==> src/rtl/tiny_cpu_prog_loader_if.sv <==
// Pin-side byte strobe/data and instruction-memory write port of the program loader.
// The master drives the pins and observes memory writes and load status.
interface tiny_cpu_prog_loader_if #(
  parameter int unsigned ADDR_W = 5
);
  logic              strb_in;
  logic [7:0]        data_in;
  logic              mem_we;
  logic [ADDR_W-1:0] mem_addr;
  logic [15:0]       mem_wdata;
  logic              cpu_hold;
  logic              busy;
  logic              load_done;
  logic              load_err;

  modport master (
    output strb_in, data_in,
    input  mem_we, mem_addr, mem_wdata, cpu_hold, busy, load_done, load_err
  );

  modport slave (
    input  strb_in, data_in,
    output mem_we, mem_addr, mem_wdata, cpu_hold, busy, load_done, load_err
  );
endinterface

==> src/rtl/tiny_cpu_prog_loader.sv <==
// Receives a framed, checksummed program image byte-by-byte from the pins, writes it into
// instruction memory and releases the CPU core from reset only after a verified load.
module tiny_cpu_prog_loader #(
  parameter int unsigned ADDR_W = 5
) (
  input  logic                   clk,
  input  logic                   rst,
  tiny_cpu_prog_loader_if.slave  bus
);

  localparam int unsigned DEPTH     = 1 << ADDR_W;
  localparam int unsigned CNT_W     = ADDR_W + 1;
  localparam logic [7:0]  SYNC_BYTE = 8'hA5;

  typedef enum logic [2:0] {
    S_IDLE, S_LEN, S_HI, S_LO, S_CHK, S_DONE, S_ERR
  } state_e;

  state_e            state_q, state_d;
  logic [2:0]        sync_q;
  logic [7:0]        sum_q, sum_d;
  logic [CNT_W-1:0]  cnt_q, cnt_d;
  logic [7:0]        hi_q, hi_d;
  logic [ADDR_W-1:0] addr_q, addr_d;
  logic              we_q, we_d;
  logic [15:0]       wdata_q, wdata_d;
  logic              hold_q, hold_d;
  logic              busy_q, busy_d;
  logic              done_q, done_d;
  logic              err_q, err_d;
  logic              byte_ev;
  logic [7:0]        byte_v;

  // Two synchronizer stages plus one history stage for rising-edge detect.
  always_ff @(posedge clk or posedge rst) begin
    if (rst) sync_q <= 3'b000;
    else     sync_q <= {sync_q[1:0], bus.strb_in};
  end

  assign byte_ev = sync_q[1] & ~sync_q[2];
  assign byte_v  = bus.data_in;

  always_ff @(posedge clk or posedge rst) begin
    if (rst) begin
      state_q <= S_IDLE;
      sum_q   <= 8'h00;
      cnt_q   <= '0;
      hi_q    <= 8'h00;
      addr_q  <= '0;
      we_q    <= 1'b0;
      wdata_q <= 16'h0000;
      hold_q  <= 1'b1;
      busy_q  <= 1'b0;
      done_q  <= 1'b0;
      err_q   <= 1'b0;
    end else begin
      state_q <= state_d;
      sum_q   <= sum_d;
      cnt_q   <= cnt_d;
      hi_q    <= hi_d;
      addr_q  <= addr_d;
      we_q    <= we_d;
      wdata_q <= wdata_d;
      hold_q  <= hold_d;
      busy_q  <= busy_d;
      done_q  <= done_d;
      err_q   <= err_d;
    end
  end

  always_comb begin
    state_d = state_q;
    sum_d   = sum_q;
    cnt_d   = cnt_q;
    hi_d    = hi_q;
    addr_d  = addr_q;
    we_d    = 1'b0;
    wdata_d = wdata_q;
    err_d   = err_q;

    // Address advances the cycle after the write pulse.
    if (we_q) addr_d = addr_q + ADDR_W'(1);

    if (byte_ev) begin
      case (state_q)
        S_IDLE, S_ERR: begin
          if (byte_v == SYNC_BYTE) begin
            state_d = S_LEN;
            sum_d   = 8'h00;
            addr_d  = '0;
            err_d   = 1'b0;
          end
        end
        S_LEN: begin
          if (32'(byte_v) > DEPTH) begin
            state_d = S_ERR;
            err_d   = 1'b1;
          end else begin
            sum_d   = byte_v;
            cnt_d   = CNT_W'(byte_v);
            state_d = (byte_v == 8'h00) ? S_CHK : S_HI;
          end
        end
        S_HI: begin
          hi_d    = byte_v;
          sum_d   = sum_q + byte_v;
          state_d = S_LO;
        end
        S_LO: begin
          sum_d   = sum_q + byte_v;
          we_d    = 1'b1;
          wdata_d = {hi_q, byte_v};
          cnt_d   = cnt_q - CNT_W'(1);
          state_d = (cnt_q == CNT_W'(1)) ? S_CHK : S_HI;
        end
        S_CHK: begin
          if (byte_v == sum_q) begin
            state_d = S_DONE;
          end else begin
            state_d = S_ERR;
            err_d   = 1'b1;
          end
        end
        default: ;
      endcase
    end

    done_d = (state_d == S_DONE);
    hold_d = (state_d != S_DONE);
    busy_d = (state_d == S_LEN) || (state_d == S_HI) ||
             (state_d == S_LO)  || (state_d == S_CHK);
  end

  assign bus.mem_we    = we_q;
  assign bus.mem_addr  = addr_q;
  assign bus.mem_wdata = wdata_q;
  assign bus.cpu_hold  = hold_q;
  assign bus.busy      = busy_q;
  assign bus.load_done = done_q;
  assign bus.load_err  = err_q;

endmodule

==> src/flat_wrapper.sv <==
// flat-port wrapper written by rule: the top's interface ports become plain ports
module tiny_cpu_prog_loader_flat 
#(
  parameter int unsigned ADDR_W = 5
)
  (clk, rst, bus_strb_in, bus_data_in, bus_mem_we, bus_mem_addr, bus_mem_wdata, bus_cpu_hold, bus_busy, bus_load_done, bus_load_err);
  tiny_cpu_prog_loader_if #(.ADDR_W(ADDR_W)) bus_i ();
  input  logic clk;
  input  logic rst;
  input wire logic [$bits(bus_i.strb_in)-1:0] bus_strb_in;
  input wire logic [$bits(bus_i.data_in)-1:0] bus_data_in;
  output wire logic [$bits(bus_i.mem_we)-1:0] bus_mem_we;
  output wire logic [$bits(bus_i.mem_addr)-1:0] bus_mem_addr;
  output wire logic [$bits(bus_i.mem_wdata)-1:0] bus_mem_wdata;
  output wire logic [$bits(bus_i.cpu_hold)-1:0] bus_cpu_hold;
  output wire logic [$bits(bus_i.busy)-1:0] bus_busy;
  output wire logic [$bits(bus_i.load_done)-1:0] bus_load_done;
  output wire logic [$bits(bus_i.load_err)-1:0] bus_load_err;
  assign bus_i.strb_in = bus_strb_in;
  assign bus_i.data_in = bus_data_in;
  assign bus_mem_we = bus_i.mem_we;
  assign bus_mem_addr = bus_i.mem_addr;
  assign bus_mem_wdata = bus_i.mem_wdata;
  assign bus_cpu_hold = bus_i.cpu_hold;
  assign bus_busy = bus_i.busy;
  assign bus_load_done = bus_i.load_done;
  assign bus_load_err = bus_i.load_err;
  tiny_cpu_prog_loader #(.ADDR_W(ADDR_W)) u_core (.clk(clk), .rst(rst), .bus(bus_i));
endmodule
==> config.mk <==
export PLATFORM = sky130hd
export DESIGN_NAME = tiny_cpu_prog_loader_flat
export DESIGN_NICKNAME = d
export VERILOG_FILES = /design/src/rtl/tiny_cpu_prog_loader_if.sv /design/src/rtl/tiny_cpu_prog_loader.sv /design/src/flat_wrapper.sv
export SDC_FILE = /design/constraint.sdc
export NUM_CORES = 1
export LEC_CHECK = 0
export CORE_MARGIN = 3
export CORE_UTILIZATION = 54
export DETAILED_ROUTE_END_ITERATION = 7
export PLACE_DENSITY = 0.83
export SYNTH_ARGS = -nofsm -noshare
export SYNTH_HDL_FRONTEND = slang
export SYNTH_SLANG_ARGS = --single-unit
==> constraint.sdc <==
create_clock -name clk -period 3.5 [get_ports clk]
set_clock_uncertainty 0.2 [all_clocks]
set_input_delay 0.525 -clock clk [delete_from_list [all_inputs] [get_ports clk]]
set_output_delay 0.525 -clock clk [all_outputs]
set_load 0.02 [all_outputs]
==> After elaboration in Yosys (flattened, before gate mapping) <==
Index checks and enable logic that the tools add are counted.
{ "totals": {"ff_bits": 54, "word_cells": 73} }
{ "op_classes": {"add_sub_neg": 3, "n_mux": 22, "n_lt_le_gt_ge": 1, "bitwise_logic": 2, "reduce_logical": 15, "eq_ne": 18} }
{ "op_table": {"columns": ["cell", "n"], "rows": [
  ["8-bit case mux with 3 select lines", 1],
  ["5-bit two-way mux", 4],
  ["8-bit two-way mux", 2],
  ["3-bit two-way mux", 5],
  ["3-bit case mux with 5 select lines", 1],
  ["3-bit by 2-bit equality test with 1-bit output (second input constant)", 4],
  ["3-bit equality test (second input constant)", 4],
  ["6-bit case mux with 2 select lines", 1],
  ["8-bit adder", 1],
  ["8-bit equality test", 1],
  ["8-bit equality test (second input constant)", 1],
  ["8-bit by 6-bit > comparator with 1-bit output (second input constant)", 1],
  ["8-bit zero test", 1],
  ["3-bit by 1-bit equality test with 1-bit output (second input constant)", 2],
  ["6-bit by 1-bit equality test with 1-bit output (second input constant)", 1],
  ["6-bit two-way mux", 1],
  ["3-bit nonzero test", 2],
  ["6-bit by 1-bit subtractor with 6-bit output (second input constant)", 1],
  ["5-bit by 1-bit adder with 5-bit output (second input constant)", 1],
  ["1-bit two-way mux", 5],
  ["5-bit AND reduction", 1],
  ["2-bit by 1-bit != test with 1-bit output (second input constant)", 2],
  ["2-bit != test (second input constant)", 2],
  ["2-bit AND reduction", 2],
  ["other kinds (11)", 14]
]} }

==> Depth between registers and ports, before layout <==
Gate-level depths: netlist of the first run.
{ "logic_depth": {"depth_word": 9, "ltp_mapped": 8} }

==> Worst setup path after synthesis of the first run <==
No wires, ideal clock.
{ "synth_timing": {"kind": "input-to-reg", "from": "input bus_data_in[5]", "to": "register u_core.done_q (netlist: u_core.bus.load_done)", "cell_stages": 7, "t_arrival_ps": 2694, "path_slack_ps": 545, "setup_ps": 61, "required_ps": 3239, "cell_sequence": "ha_1 -> or4_1 -> or3_1 -> and3_1 -> or4_4 -> or2_4 -> inv_2"} }
{ "synth_via": {"elab_chain_len": 6, "word_cells_on_any_way": 11} }
{ "synth_lines": {"columns": ["element", "line_no", "source"], "rows": [
  ["start: declaration", "flat_wrapper.sv:11", "input wire logic [$bits(bus_i.data_in)-1:0] bus_data_in;"],
  ["branches (longest 3 deep; another with 8-bit by 6-bit > comparator with 1-bit output)", null, null],
  ["3-bit case mux with 5 select lines *", "tiny_cpu_prog_loader.sv:85", "case (state_q)"],
  ["3-bit two-way mux *", "tiny_cpu_prog_loader.sv:84", "if (byte_ev) begin"],
  ["via u_core.state_d[1]", "tiny_cpu_prog_loader.sv:19", "state_e state_q, state_d;"],
  ["3-bit equality test *", "tiny_cpu_prog_loader.sv:128", "done_d = (state_d == S_DONE);"],
  ["via u_core.done_d", "tiny_cpu_prog_loader.sv:29", "logic done_q, done_d;"],
  ["end signal: assignment", "tiny_cpu_prog_loader.sv:66", "done_q <= done_d;"],
  ["end: declaration", "tiny_cpu_prog_loader.sv:29", null]
]} }
Mark *: on every way through the listed nets, which the timed path passes.
A chain may end at the register's enable or synchronous reset.

==> Worst setup path after layout of the first run <==
{ "layout_timing": {"from": "input bus_data_in[1]", "to": "register u_core.done_q (netlist: u_core.bus.load_done)"} }
The elaborated chain is that of the path after synthesis.

==> results of run 1 <==
[path summary, 6_finish.rpt]
check / endpoint / slack, ns / cells past startpoint
max in group asynchronous: u_core.sum_q[6] / 2.16 / 3
setup / recovery: u_core.bus.load_done / 0.31 / 8
hold / removal: u_core.sync_q[1] / 0.18 / 0
hold reg to reg: u_core.sync_q[1] / 0.18 / 0
min in group asynchronous: u_core.bus.mem_wdata[15] / 0.50 / 3
setup reg to reg: u_core.bus.load_done / 0.58 / 7
[final cells by class]
type | instances | share of cell area [%]
repair buffers | 55 | 15.0
well taps | 67 | 2.50
clock inverters | 3 | 0.746
inverters | 9 | 1.01
multi-input cells | 176 | 38.4
clock buffers | 5 | 2.05
flip-flops and latches | 54 | 40.3
[worst max-delay path: stages]
cell and delay [ns]:
clkdlybuf4s50_1 0.45, ha_1 0.33, or4_1 0.55, or3_1 0.41, and3_1 0.18, or4_4 0.49
or2_4 0.27, inv_2 0.04
[registers in the layout, summed over array words and instances (netlist names)]
name and count:
u_core.bus.mem_wdata 16, u_core.hi_q 8, u_core.sum_q 8, u_core.cnt_q 6, u_core.bus.mem_addr 5, u_core.state_q 3, u_core.sync_q 3, u_core.bus.busy 1
u_core.bus.cpu_hold 1, u_core.bus.load_done 1, u_core.bus.load_err 1, u_core.bus.mem_we 1
[metal layers]
metal  up-vias  wire [µm]
li1       1003          -
met1      1030       2570
met2        70       3150
met3        16        387
met4         0        138
met5         -          0
[cells by family (layout without fill, tap and decap cells)]
logic type               Yosys count  count (layout)  share of synthesized area [%]
multiplexers                      26              26                           10.7
flip-flops                        54              54                           49.9
XOR/XNOR                          11              11                           3.55
AND/OR/NAND/NOR                   71              71                           13.3
adder cells (fa/ha/maj)           11              11                           5.35
buffers and inverters             18              72                           2.68
AO/OA/AOI/OAI                     57              57                           14.5
[report_power, final]
part / total [mW] / internal, mW / switching [mW] / leakage [nW]
logic: 0.0670 / 0.0276 / 0.0394 / 0.804
clock network: 0.362 / 0.145 / 0.217 / 0.0447
registers: 0.626 / 0.625 / 0.000926 / 0.697
[metrics by stage]
| stage | cells | power (mW) | util, % | setup slack [ns] |
|---|---|---|---|---|
| 3_5_place_dp | 361 | 0.705 | 68.1 | 0.000824 |
| 3_3_place_gp | 361 | 0.704 | 68.1 | 0.0316 |
| 5_1_grt | 369 | 1.09 | 70.1 | 0.208 |
| 4_1_cts | 369 | 1.07 | 70.1 | 0.327 |
| 2_1_floorplan | 248 | 0.668 | - | 0.545 |
| 6_report | 369 | 1.05 | 70.1 | 0.312 |
[cells in the final DEF, fill, tap and decap left out, drive strengths merged, types with 3 or more instances in the layout]
cell,count
or3,4
a22o,10
dfrtp,53
ha,10
xor2,6
a31oi,4
nand4,3
a21oi,12
inv,10
nor2b,3
xnor2,5
mux2,24
clkdlybuf4s50,36
clkbuf,5
o21ai,13
nand3,3
buf,19
nor3,6
nor2,23
nand2,15
==> results.md, run 1 <==
- Status: finished clean
- Top_reg_cell synth: dfrtp_1
- Post-synthesis cell area: 2710 µm²
- FF+latch count, synth: 54
- Share of the synthesized area in the top cell type: 48.9%
- Worst slew margin: 56.1%
- Slew Limit Fails: 0
- Pwr dens: 315 nW/µm²
- Post-CTS sizing: 0
- Global-route wire length before repair: ~10000 µm
- Routing usage on met1: 27.8%
- Filler cells: 353
- Final hold violation count: 0
- Setup Fix Bufs, Post-CTS: 0
- Detailed Routing Iterations Pass 1: 4
- Peak Freq: between 0.3 and 0.4 GHz
- Area of the multi-input gates: 1290 µm²
- Gr ovfl total: 0
- Initial DRC count: 179
- Crit Path Class: in2reg
- Dpl hpwl: roughly 4400 µm
- Share of post-route cells with drive strength above 1: 19.9%
- Async S/R FF share, synth: 100%
- Hold Buf Count CTS: 0
- WL/cell: between 15 and 20 µm
- Maximum clock path buffer count: 2
- Initial core utilization: 56.7%
- Die area: 5910 µm²
- Startpoint Class: input pin
- GRT Resource Usage Total: 22.1%
- Core Rows: 25
- Area growth, synth to finish: 23.7%
- GR peak layer: met2
- Critical-path maximum fanout: 3
- Final worst path period share: 91.1%
- Setup tns final: 0 ns
- Final instance area: 3350 µm²
- DR vias/cell: 5.74
- Largest net degree at the start of global routing: 55
- Initial antenna violation count: 0
- Vias: 2119
- Final wirelength: 6240 µm
- Core box area: roughly 4800 µm²
- Post-synth top cells: dfrtp_1, mux2_2, nor2_1, nand2_1, o21ai_0
- Post-synth EDFFs: 0
- Post-route DRC: 0
- Vias in the first global route: between 2000 and 2500
- RSZ-0062 raised after global routing: no
- Post-route ant nets: 0
- Seq/Total Area, Yosys: between 40% and 50%
- Die Ht: 76.9 µm
- Pleak: 1.55 nW
- Post-synthesis cell type with the largest combined area: dfrtp_1
- Number of max-cap violations: 0
- GRT met3 Usage: 4.11%
- Most frequent cell after synthesis: dfrtp_1
- CTS Buf Count: 5
- Post-layout min period: 3.19 ns
- Peak VDD IR: 0.286 mV
- Die Wd: between 70 and 80 µm
- Setup violations, final: 0
- Met2 Use GR: 37.9%
- Avg Synthesized Cell Area: around 11 µm²
- CTS H-tree lvls: 2
- RR Startpoint: u_core.sum_q[1]
- Distinct cells, synth: 49
- CP required: 3.56 ns
- Gp weighted congestion: ~0.88
- Worst Hold Slack: 0.176 ns
- CP Capture Type: flop
- Worst setup path start: bus_data_in[1]
- Post-layout net count: around 320
- N_diodes: 0
- IO Pins: 37
- Sequential cell area: 1350 µm²
- Post-Syn Nets: 270
- Synth Warn #: 0
- CTS tree: done
- Total placed instance area: around 3300 µm²
- Post-Synthesis Cells: 248
- Clock Sinks: 54
- Hold path start: u_core.sync_q[0]
- Clock root buffer: clkbuf_8
- Worst skew pair latency: between 0.3 and 0.4 ns
- Clock-pin slew on the worst setup and hold paths: roughly 0.10 ns
- Hold Path Class: reg2reg
- Area contributors post-synth: dfrtp_1, mux2_2, ha_1
- I/O Buffers: 36
- Crit path DAT: ~3.3 ns
- Worst slew pin tran: 0.658 ns
(Power assumes the default switching activity.)
==> run 2, diff against run 1 <==
==> constraint.sdc (replaced) <==
create_clock -name clk -period 3.5 [get_ports clk]
set_clock_uncertainty 0.2 [all_clocks]
set_input_delay 1.05 -clock clk [delete_from_list [all_inputs] [get_ports clk]]
set_output_delay 1.05 -clock clk [all_outputs]
set_load 0.02 [all_outputs]
==> results.md, run 2 (synthesis gave the netlist of run 1 again) <==
- Crit path DAT: 3.52 ns (+0.27 ns)
- I/O Buffers: 36 (unchanged)
- Pwr dens: 309 nW/µm² (-1.8%)
- Final worst path period share: 98.8% (+7.7 points)
- Hold Path Class: reg2reg
- Die Ht: 76.9 µm (unchanged)
- Hold path start: u_core.sync_q[0]
- Psw: 265 µW (+2.9%)
- Worst skew pair latency: 0.32 ns (about the same)
- Max reg flops: 16 (unchanged)
- Slew Limit Fails: 0 (unchanged)
- Number of max-cap violations: 0 (unchanged)
- Clock-pin slew on the worst setup and hold paths: 0.10 ns (about the same)
- Commonest non-fill, non-tap cell in the layout: dfrtp_1
- Filler cells: 332 (-5.9%)
- Peak Freq: 0.289 GHz (-7.8%)
- Clk pwr share: 34.8% (+0.5 points)
- Area growth, synth to finish: 27.8%
- Post-route DRC: 0 (unchanged)
- Post-layout min period: 3.46 ns (+0.268 ns)
- Maximum clock path buffer count: 2 (unchanged)
- Worst setup path start: bus_data_in[4]
- CTS Buf Count: 5 (unchanged)
- Worst slew margin: 63.1% (+6.9 points)
- Detailed Routing Iterations Pass 1: 4 (unchanged)
- Hold Buf Count CTS: 0 (unchanged)
- Peak VDD IR: 0.221 mV (-23%)
- Status: finished clean
- CTS H-tree lvls: 2 (unchanged)
- Largest net degree at the start of global routing: 32 (-42%)
- Initial DRC count: 190 (+6.1%)
- Die Wd: 76.9 µm (unchanged)
- Pleak: 1.60 nW (+3.2%)
- Core Rows: 25 (unchanged)
- Global-route wire length before repair: 10300 µm (-0.99%)
- Power Internal: 806 µW (+1.1%)
- Gp weighted congestion: 0.914 (+3.6%)
- Post-layout net count: 330 (+2.2%)
- IO Pins: 37 (unchanged)
- CP Capture Type: flop
- Combinational Power Share: 6.7% (+0.4 points)
- Worst slew pin tran: 0.553 ns (-0.105 ns)
- Commonest cells after routing, fill and taps aside: dfrtp_1, clkdlybuf4s50_1, buf_4
- Hold path depth: 0 (unchanged)
- Final worst setup slack: 0.0432 ns (-0.268 ns)
- Setup Fix Bufs, Post-CTS: 0 (unchanged)
- CP required: 3.56 ns (about the same)
- Die area: 5910 µm² (unchanged)
- DR vias/cell: 5.70 (-0.80%)
- WL/cell: 16.1 µm (-4.8%)
- Reg-to-reg endpoint: u_core.bus.load_done
- Reg power frac: 58.5% (-0.9 points)
- Clock root buffer: clkbuf_8
- R2R setup slack: 0.62 ns (+0.04 ns)
- GRT Resource Usage Total: 21.9% (-0.25 points)
- Startpoint Class: input pin
- WHS Endpoint: u_core.sync_q[1]
- Setup violations, final: 0 (unchanged)
- RR Startpoint: u_core.sum_q[1]
- Setup tns final: 0 ns (unchanged)
- R2R depth: 7 (unchanged)
- CTS tree: done
- Share of post-route cells with drive strength above 1: 23.6% (+3.8 points)
- Initial antenna violation count: 0 (unchanged)
- Final hold violation count: 0 (unchanged)
- Post-route ant nets: 0 (unchanged)
- Place WS: -0.567 ns (-0.568 ns)
- Vias in the first global route: 2121 (-1.3%)
- N_diodes: 0 (unchanged)
- Gr ovfl total: 0 (unchanged)
- Clock Sinks: 54 (unchanged)
- Dpl hpwl: 4390 µm (-0.76%)
- Initial core utilization: 56.7% (unchanged)
- Switching Share: 24.7% (+0.33 points)
- Critical-path maximum fanout: 3 (unchanged)
- Tot Pwr: 1.07 mW (+1.5%)
- Crit Path Class: in2reg
- Final wirelength: 6050 µm (-3.0%)
- Core box area: 4790 µm² (unchanged)
- Vias: 2142 (+1.1%)
==> run 2: cell types whose count changed in the layout (fill, tap and decap cells not counted), sizes merged <==
cell           change
buf                +7
clkdlybuf4s50      -4
dlygate4sd2        +4
clkinvlp           -1
inv                +1
==> run 2: cell type report <==
class / instances / area [µm²] / area share [%]
repair buffers: 62 / 563 / 16.2
clock buffers: 5 / 68.8 / 1.99
well taps: 67 / 83.8 / 2.42
multi-input cells: 176 / 1340 / 38.5
clock inverters: 3 / 28.8 / 0.830
flip-flops and latches: 54 / 1350 / 39.0
inverters: 9 / 33.8 / 0.975
==> run 2: metrics by stage <==
stage	cell area (µm²)	utilization [%]	hold WS [ns]	instances
after floorplan	2710	-	0.131	248
after global placement	3320	69.5	0.144	368
after detailed placement	3320	69.5	0.152	368
after CTS	3460	72.3	0.183	376
after global routing	3470	72.4	0.189	376
final	3470	72.4	0.173	376
==> run 2: per-layer routing <==
| layer | wire (µm) | part of all wire (%) | vias to the layer above | global-route usage, % |
|---|---|---|---|---|
| met4 | 149 | 2.5 | 0 | 8.15 |
| met3 | 292 | 4.8 | 15 | 4.46 |
| met1 | 2580 | 43 | 1052 | 27.9 |
| li1 | - | - | 1013 | - |
| met5 | 0 | 0 | - | 0 |
| met2 | 3030 | 50 | 62 | 36.8 |
==> run 2: worst max path at each step <==
stage / cells past startpoint / to / slack [ns]
after global routing: 8 / u_core.bus.load_done / -0.009
after CTS: 8 / u_core.bus.load_done / 0.03
after detailed placement: 8 / u_core.bus.load_done / -0.57
after floorplan: 7 / u_core.bus.load_done / 0.02
after global placement: 8 / u_core.bus.load_done / -0.53
final: 8 / u_core.bus.load_done / 0.04
==> run 2: power by group through the flow <==
stage          Clock, mW  Combinational (mW)  Sequential (mW)
2_1_floorplan          0              0.0295            0.638
3_3_place_gp           0              0.0694            0.638
3_5_place_dp           0              0.0710            0.638
4_1_cts            0.380              0.0720            0.626
5_1_grt            0.407              0.0791            0.627
6_report           0.373              0.0719            0.626
==> run 2: critical path, cell delays in order <==
cell,delay (ns)
clkdlybuf4s50_1,0.42
ha_1,0.31
or3_4,0.41
or3_1,0.34
and3_1,0.17
or4_4,0.50
or2_4,0.27
inv_2,0.04
==> run 2: timing repair <==
action                     in CTS  in global routing
pin swaps                       4                  2
resized for setup               9                  1
setup endpoints to repair       4                  2
gates cloned                    0                  0
==> run 3, diff against run 2 <==
--- a/config.mk
+++ b/config.mk
@@ -5,7 +5,6 @@
 export SDC_FILE = /design/constraint.sdc
 export NUM_CORES = 1
 export LEC_CHECK = 0
-export CORE_MARGIN = 3
 export CORE_UTILIZATION = 54
 export DETAILED_ROUTE_END_ITERATION = 7
 export PLACE_DENSITY = 0.83
==> results.md, run 3 (synthesis gave the netlist of run 1 again) <==
- Status: finished clean
- Commonest non-fill, non-tap cell in the layout: dfrtp_1
- Post-layout net count: 330 (unchanged)
- Detailed Routing Iterations Pass 1: 4 (unchanged)
- CP peak stage delay: 0.53 ns (+0.03 ns)
- Filler cells: 323 (-2.7%)
- Worst slew margin: 63.8% (+0.74 points)
- Vias: 2216 (+3.5%)
- Vias in the first global route: 2201 (+3.8%)
- Critical Path Most Common Cell: or4_4
- Share of post-route cells with drive strength above 1: 24.3% (+0.65 points)
- Final wirelength: 6400 µm (+5.8%)
- Core box area: 4790 µm² (unchanged)
- Pwr dens: 321 nW/µm² (+3.8%)
- Critical-path maximum fanout: 3 (unchanged)
- Initial core utilization: 56.7% (unchanged)
- Post-route ant nets: 0 (unchanged)
- Initial DRC count: 180 (-5.3%)
- CTS H-tree lvls: 2 (unchanged)
- Crit path DAT: 3.45 ns (-0.07 ns)
- IO Pins: 37 (unchanged)
- Peak VDD IR: 0.218 mV (-1.4%)
- DR vias/cell: 5.89 (+3.5%)
- Commonest cells after routing, fill and taps aside: dfrtp_1, clkdlybuf4s50_1, buf_4
- Gr ovfl total: 0 (unchanged)
- Die Wd: 72.9 µm (-5.2%)
- Worst skew pair latency: 0.31 ns (about the same)
- Worst slew pin tran: 0.536 ns (-0.0170 ns)
- Area growth, synth to finish: 29.6%
- Largest net degree at the start of global routing: 31 (-3.1%)
- Hold Buf Count CTS: 0 (unchanged)
- Final hold violation count: 0 (unchanged)
- Core Rows: 25 (unchanged)
- RSZ-0062 raised after global routing: no
- Die area: 5310 µm² (-10%)
- Gp weighted congestion: 0.899 (-1.6%)
- Clock-pin slew on the worst setup and hold paths: 0.09 ns (about the same)
- Layout Utilization: 73.4% (+0.99 points)
- Number of max-cap violations: 0 (unchanged)
- CTS tree: done
- GRT Resource Usage Total: 26.0% (+4.1 points)
- N_diodes: 0 (unchanged)
- WL/cell: 17.0 µm (+5.8%)
- Max reg flops: 16 (unchanged)
- Place WS: -0.545 ns (+0.0219 ns)
- Setup Fix Bufs, Post-CTS: 0 (unchanged)
- Tot Pwr: 1.13 mW (+5.3%)
- Global-route wire length before repair: 10300 µm (-0.14%)
- Slew Limit Fails: 0 (unchanged)
- CTS Buf Count: 5 (unchanged)
- Maximum clock path buffer count: 2 (unchanged)
- Startpoint Class: input pin
- Crit Path Class: in2reg
- Worst path slowest cell: or4_4
- Post-layout min period: 3.40 ns (-0.0555 ns)
- Clock root buffer: clkbuf_8
- Die Ht: 72.9 µm (-5.2%)
- Final worst setup slack: 0.0987 ns (+0.0555 ns)
- CP required: 3.55 ns (about the same)
- Peak Freq: 0.294 GHz (+1.6%)
- Crit path cell chain: dlygate4sd2_1 -> ha_4 -> or4_4 -> or3_1 -> and3_1 -> or4_4 -> or2_4 -> inv_2
- Pleak: 1.62 nW (+1.6%)
- Clock Sinks: 54 (unchanged)
- Initial antenna violation count: 0 (unchanged)
- CP Capture Type: flop
- Hold Path Class: reg2reg
- Final worst path period share: 97.2% (-1.6 points)
- Setup violations, final: 0 (unchanged)
- R2R setup slack: 0.66 ns (+0.04 ns)
- Dpl hpwl: 4510 µm (+2.7%)
- Total placed instance area: 3320 µm² (unchanged)
- I/O Buffers: 36 (unchanged)
- Post-route DRC: 0 (unchanged)
- Final instance area: 3510 µm² (+1.4%)
## run 3: final timing paths
kind	start	to	cells after the start
hold / removal	u_core.sync_q[0]	u_core.sync_q[1]	0
min in group asynchronous	rst	u_core.bus.mem_wdata[7]	2
setup reg to reg	u_core.sum_q[1]	u_core.bus.load_done	7
hold reg to reg	u_core.sync_q[0]	u_core.sync_q[1]	0
setup / recovery	bus_data_in[5]	u_core.bus.load_done	8
max in group asynchronous	rst	u_core.sum_q[5]	3
## run 3: report_power, final
part           internal, mW  switching, mW
Combinational        0.0313         0.0425
Sequential            0.625       0.000892
Clock                 0.217          0.210
Total                 0.873          0.254
## run 3: metrics by stage
stage | hold slack (ns) | setup TNS (ns) | std cells
detailed placement | 0.136 | -1.94 | 368
floorplan | 0.131 | 0 | 248
global route | 0.169 | 0 | 376
CTS | 0.167 | 0 | 376
global placement | 0.145 | -1.74 | 368
finish | 0.164 | 0 | 376
## run 3: cell type report
| cell class | count | area [µm²] | area share [%] |
|---|---|---|---|
| Multi-Input combinational cell | 176 | 1360 | 38.7 |
| Sequential cell | 54 | 1350 | 38.5 |
| Timing Repair Buffer | 62 | 567 | 16.1 |
| Tap cell | 67 | 83.8 | 2.39 |
| Clock buffer | 5 | 68.8 | 1.96 |
| Clock inverter | 3 | 47.5 | 1.35 |
| Inverter | 9 | 33.8 | 0.962 |
## run 3: layer usage
metal | part of all wire, % | vias to the layer above | wire length (µm) | GRT usage (%)
met3 | 5.7 | 23 | 368 | 5.80
met1 | 40 | 1098 | 2570 | 32.0
met4 | 2.7 | 0 | 172 | 10.5
met2 | 51 | 79 | 3290 | 44.4
li1 | - | 1016 | - | -
met5 | 0 | - | 0 | 0
## run 3: timing repair
| item | in CTS | in global routing |
|---|---|---|
| gates cloned | 0 | 0 |
| endpoints found under the setup margin | 3 | 3 |
| pin swaps | 8 | 0 |
| gates resized for setup | 10 | 5 |
## run 3: worst max-delay path, delay by kind of cell
kind          cells  cell delay, ns
simple gates      5            1.84
buf+inv           2            0.33
fa+ha+maj         1            0.23
